<file path="src/rtl/singleportram_bank.sv">
// singleportram_bank
//   Parametrised single-port synchronous RAM bank. It has per-byte write
//   enables and a selectable 1- or 2-cycle registered read path. After every
//   reset a clear sequencer writes INIT_VALUE to each word. No request is
//   accepted until that sweep completes.
//
// Ports
//   clk        rising-edge clock
//   rst        synchronous, active-high reset
//   en         request strobe; accepted only while busy is low
//   wr         1 = write, 0 = read (sampled with en)
//   select     word address
//   in         write data
//   be         byte write enables, bit i gates in[8i+7:8i]
//   out        read data; holds its last value between reads
//   out_valid  one-cycle pulse per accepted read, aligned with out
//   busy       high while the clear sequencer runs
module singleportram_bank #(
  parameter int unsigned           DATA_WIDTH   = 8,
  parameter int unsigned           ADDR_WIDTH   = 3,
  parameter int unsigned           READ_LATENCY = 1,
  parameter logic [DATA_WIDTH-1:0] INIT_VALUE   = '0
) (
  input  logic                      clk,
  input  logic                      rst,
  input  logic                      en,
  input  logic                      wr,
  input  logic [ADDR_WIDTH-1:0]     select,
  input  logic [DATA_WIDTH-1:0]     in,
  input  logic [DATA_WIDTH/8-1:0]   be,
  output logic [DATA_WIDTH-1:0]     out,
  output logic                      out_valid,
  output logic                      busy
);

  localparam int unsigned NUM_BYTES = DATA_WIDTH / 8;
  localparam int unsigned DEPTH     = 1 << ADDR_WIDTH;

  typedef enum logic {
    ST_CLEAR,
    ST_READY
  } state_t;

  state_t                  r_state;
  logic [ADDR_WIDTH-1:0]   r_clr_cnt;
  logic                    r_busy;
  logic [DATA_WIDTH-1:0]   r_mem [DEPTH];

  logic                    w_accept;
  logic                    w_rd;
  logic                    w_wr;
  logic [NUM_BYTES-1:0]    w_mem_we;
  logic [ADDR_WIDTH-1:0]   w_mem_addr;
  logic [DATA_WIDTH-1:0]   w_mem_wdata;

  assign w_accept = (r_state == ST_READY) && en;
  assign w_rd     = w_accept && !wr;
  assign w_wr     = w_accept && wr;
  assign busy     = r_busy;

  // The single write port is shared by the clear sweep and user writes. The
  // state machine guarantees that they never overlap. A reset cycle never
  // writes.
  always_comb begin
    w_mem_we    = '0;
    w_mem_addr  = select;
    w_mem_wdata = in;
    if (!rst) begin
      if (r_state == ST_CLEAR) begin
        w_mem_we    = '1;
        w_mem_addr  = r_clr_cnt;
        w_mem_wdata = INIT_VALUE;
      end else if (w_wr) begin
        w_mem_we = be;
      end
    end
  end

  // The storage array is kept free of reset so that it maps onto plain RAM.
  always_ff @(posedge clk) begin
    for (int unsigned b = 0; b < NUM_BYTES; b++) begin
      if (w_mem_we[b]) begin
        r_mem[w_mem_addr][8*b +: 8] <= w_mem_wdata[8*b +: 8];
      end
    end
  end

  // Clear sequencer / request gate
  always_ff @(posedge clk) begin
    if (rst) begin
      r_state   <= ST_CLEAR;
      r_clr_cnt <= '0;
      r_busy    <= 1'b1;
    end else begin
      case (r_state)
        ST_CLEAR: begin
          r_clr_cnt <= r_clr_cnt + 1'b1;
          if (&r_clr_cnt) begin
            r_state <= ST_READY;
            r_busy  <= 1'b0;
          end
        end
        ST_READY: begin
          r_state <= ST_READY;
          r_busy  <= 1'b0;
        end
        default: begin
          r_state <= ST_CLEAR;
          r_busy  <= 1'b1;
        end
      endcase
    end
  end

  // Read path. The array is read at the edge that accepts the request, so a
  // read issued right after a write to the same word sees the new data.
  generate
    if (READ_LATENCY == 2) begin : g_lat2
      logic [DATA_WIDTH-1:0] r_p1_data;
      logic                  r_p1_valid;

      always_ff @(posedge clk) begin
        if (rst) begin
          r_p1_valid <= 1'b0;
          out_valid  <= 1'b0;
          out        <= '0;
        end else begin
          r_p1_valid <= w_rd;
          if (w_rd) begin
            r_p1_data <= r_mem[select];
          end
          out_valid <= r_p1_valid;
          if (r_p1_valid) begin
            out <= r_p1_data;
          end
        end
      end
    end else begin : g_lat1
      always_ff @(posedge clk) begin
        if (rst) begin
          out_valid <= 1'b0;
          out       <= '0;
        end else begin
          out_valid <= w_rd;
          if (w_rd) begin
            out <= r_mem[select];
          end
        end
      end
    end
  endgenerate

endmodule

</file>
<file path="config.mk">
export PLATFORM = sky130hd
export DESIGN_NAME = singleportram_bank
export DESIGN_NICKNAME = d
export VERILOG_FILES = /design/src/rtl/singleportram_bank.sv
export SDC_FILE = /design/constraint.sdc
export NUM_CORES = 1
export LEC_CHECK = 0
export BUFFER_PORTS_ARGS = -buffer_cell sky130_fd_sc_hd__clkbuf_2
export CAP_MARGIN = 10
export CELL_PAD_IN_SITES_DETAIL_PLACEMENT = 1
export CELL_PAD_IN_SITES_GLOBAL_PLACEMENT = 1
export CORE_ASPECT_RATIO = 1.25
export CORE_MARGIN = 2
export CORE_UTILIZATION = 56
export CTS_BUF_LIST = sky130_fd_sc_hd__clkbuf_4
export DETAILED_ROUTE_END_ITERATION = 12
export PLACE_DENSITY = 0.95
export SETUP_SLACK_MARGIN = 0.02
export SYNTH_ARGS = -nofsm -noshare
export SYNTH_HDL_FRONTEND = slang
export SYNTH_SLANG_ARGS = --single-unit
</file>
<file path="constraint.sdc">
create_clock -name clk -period 4.82 [get_ports clk]
set_input_delay 0.723 -clock clk [delete_from_list [all_inputs] [get_ports clk]]
set_output_delay 0.723 -clock clk [all_outputs]
set_load 0.01 [all_outputs]
</file>
==> flow_summary.yaml <==
critical_path:
  cp_num_buf_inv: 2
  cp-start-kind: "input port"
  crit_chain: "clkbuf_2 > buf_4 > o21ai_0 > a221o_1 > nor2b_1"
  r2r-end: "r_mem[7][5]$_DFFE_PP_"
  path_delay_family: "compound AO/OA/AOI/OAI gates"
  crit_slowest_cell: "nor2b_1"
  crit_start: "select[0]"
  required_ps: 4870
  crit_cells: 5
  rr_worst_depth: 3
  crit_path_end: "r_mem[7][5]$_DFFE_PP_"
  crit_type: "in -> reg"
  worst_path_largest_cell_delay_ps: 640
  crit_arrival_ps: 2670
  cp-end-kind: "flip-flop"
  worstReg2RegStart: "r_state$_SDFF_PP0_"
  cp_max_fo: 33
  r2r_setup_slack_ps: 2380
synth:
  avgSynthCellArea_um2: 15.7
  synth_cell_types: 29
  synth_compound_area_share_pct: 8.32
  synthMuxAreaShare_pct: 11.0
  yosys.area_share.simple_pct: 6.42
  synth_area_leaders: "edfxtp_1 62%, mux2i_1 11%, dfxtp_1 9.0%"
  synth_top_family_by_area: "multiplexers"
  yosysWarnings: 0
  synth_area_leader_cell: "edfxtp_1"
  synth_xor_area_share_pct: 0.283
  synth-seq-area-share_pct: 71.1
  synth_top_area_share_pct: 62.0
  synthesis.area_um2: 3100
  synthCells: 198
  synth_fa_ha_area_share_pct: 0.807
  synth_nets: 216
  ys_seq_elements: 78
clocking:
  h-tree-depth: 3
  cts_buffers: 9
  cts_sinks: 78
  clkSlewWorstSetupHoldPaths_ps: 120
  clk_path_buf_depth: 2
  postCtsHoldBufs: 0
  root_buffer: "clkbuf_4"
  clk_latency_ps: 420
  post_cts_buffers: 0
  ctsResizeCount: 0
  cts_tree: "yes"
pwr:
  finalPower_uw: 1280
  pwr-share-seq_pct: 59.2
  swShare_pct: 22.3
  ir_drop_uv: 246
  clkPwrFrac_pct: 34.1
  power_frac_comb_pct: 6.7
  pwr_density_cell_nw_per_um2: 374
  internal_power_uw: 994
  netSwitchingPower_uw: 285
  p_leak_uw: 0.00126
grt:
  busiest_layer: "met2"
  grt_pass1_wl_mm: 10.1
  grtUsageTotal_pct: 23.0
  use_met2_pct: 38.3
  grt_max_degree: 34
  globalRoute.totalOverflow: 0
  first_global_vias: 1863
  gr-usage-met1_pct: 28.4
  antenna_found_initial: 0
  gr-usage-met3_pct: 5.67
route:
  final_antenna_net_count: 0
  route.detailed.drc: 0
  routedWlPerCell_um: 22.1
  vias: 1794
  first_iter_violations: 99
  firstDrtPassIters: 4
  routed_via_density: 6.10
  wl_mm: 6.49
placement:
  place_inst: 278
  hpwl_mm: 4.55
  numPortBuffers: 25
  gp_congestion: 0.804
sta:
  slew_violations: 0
  hold_viol: 0
  tightestPinTransition_ps: 1010
  slew_headroom_pct: 32.2
  period_share_pct: 54.2
  setup_tns_ps: 0
  fmax_mhz: 383
  fin_worst_skew_ps: 16.0
  rsz0062_at_grt: "false"
  finalSetupViolCount: 0
  fin_crit_ps: 2610
  whs_ps: 482
die:
  die_y_um: 87.2
  ios: 26
  num_rows: 30
  fp.coreArea_um2: 5410
  dieArea_um2: 6150
  die_w_um: 70.5
  start_util_pct: 57.3
cells_and_area:
  syn2layout_area_growth_pct: 10.4
  insertedDiodeCount: 0
  layout-drive-gt1-share_pct: 18.7
  mostFrequentLayoutCell: "edfxtp_1"
  layout_common_cells: "64 x edfxtp_1, 34 x mux2i_1, 25 x clkbuf_2"
  nets: 243
  fill_cells: 506
  stdcell_count: 294
flow_run:
  maxCapViolCount: 0
outcome:
  status: "completed"
worst_hold_path:
  hold_class: "reg -> reg"
## stage by stage
| stage | area [um2] | utilization, % | setup slack, ps |
|---|---|---|---|
| floorplan | 3100 | - | 2610 |
| global placement | 3260 | 60.3 | 1960 |
| detailed placement | 3260 | 60.3 | 1780 |
| CTS | 3420 | 63.3 | 2240 |
| global route | 3420 | 63.3 | 2150 |
| finish | 3420 | 63.3 | 2210 |
## registers in the layout (all words and copies together), names as in the netlist
signal     cells
r_state        1
out_valid      1
busy           1
out            8
r_clr_cnt      3
r_mem         64
## cells in the mapped netlist
| cell type | instances |
|---|---|
| edfxtp_1 | 64 |
| mux2i_1 | 34 |
| a22oi_1 | 16 |
| dfxtp_1 | 14 |
| nor2_1 | 14 |
| and2_1 | 9 |
| a32o_1 | 8 |
| clkbuf_1 | 5 |
| nor2b_1 | 4 |
| a21oi_1 | 3 |
| buf_4 | 3 |
| inv_1 | 3 |
| buf_2 | 2 |
| ha_1 | 2 |
| nor4b_1 | 2 |
| o21ai_0 | 2 |
| a221o_1 | 1 |
| a31oi_1 | 1 |
| and3_1 | 1 |
| clkinv_1 | 1 |
| nand2_1 | 1 |
| nand3_1 | 1 |
| nand4bb_1 | 1 |
| nor4_1 | 1 |
| o2111ai_1 | 1 |
| o211ai_1 | 1 |
| or2_2 | 1 |
| or3b_1 | 1 |
| xor2_1 | 1 |
## metal layers
layer	vias to the layer above	part of all wire, %
li1	828	-
met1	900	41
met2	52	52
met3	14	4.4
met4	0	2.3
met5	-	0
## kinds of logic (layout without fill, tap and decap cells)
family,after synthesis,in the layout
simple gates,36,36
xor+xnor,1,1
buf+inv,14,46
flops,78,78
fa+ha+maj,2,2
compound gates,33,33
mux,34,34
## worst min path at each step
stage               cells after the start                   endpoint  slack, ps                       from
CTS                                     1        out[4]$_SDFFE_PP0P_        490        out[4]$_SDFFE_PP0P_
finish                                  2          busy$_SDFFE_PP1P_        480          busy$_SDFFE_PP1P_
global route                            1        out[4]$_SDFFE_PP0P_        490        out[4]$_SDFFE_PP0P_
detailed placement                      1        out[4]$_SDFFE_PP0P_        460        out[4]$_SDFFE_PP0P_
floorplan                               2  r_clr_cnt[0]$_SDFFE_PP0N_        500  r_clr_cnt[0]$_SDFFE_PP0N_
global placement                        1        out[6]$_SDFFE_PP0P_        450        out[6]$_SDFFE_PP0P_
## tightest hold or removal path: cells and delay by family (launching register included)
family	cells	cell delay [ps]
simple gates	2	120
flops	1	350
## power by group through the flow
| stage | combinational (uW) | clock, uW | sequential, uW |
|---|---|---|---|
| after floorplan | 57.6 | 0 | 769 |
| after global placement | 79.3 | 0 | 771 |
| after detailed placement | 85.6 | 0 | 773 |
| after CTS | 86.1 | 441 | 758 |
| after global routing | 93.2 | 463 | 760 |
| final | 85.7 | 436 | 758 |
## final cells by class
class	instances	area (um2)	area share, %
Sequential cell	78	2200	64.4
Clock inverter	6	86.3	2.52
Timing Repair Buffer	26	133	3.88
Clock buffer	10	75.1	2.19
Tap cell	64	80.1	2.34
Multi-Input combinational cell	106	831	24.3
Inverter	4	15.0	0.439
No activity file was read; power rests on OpenSTA's default activity.
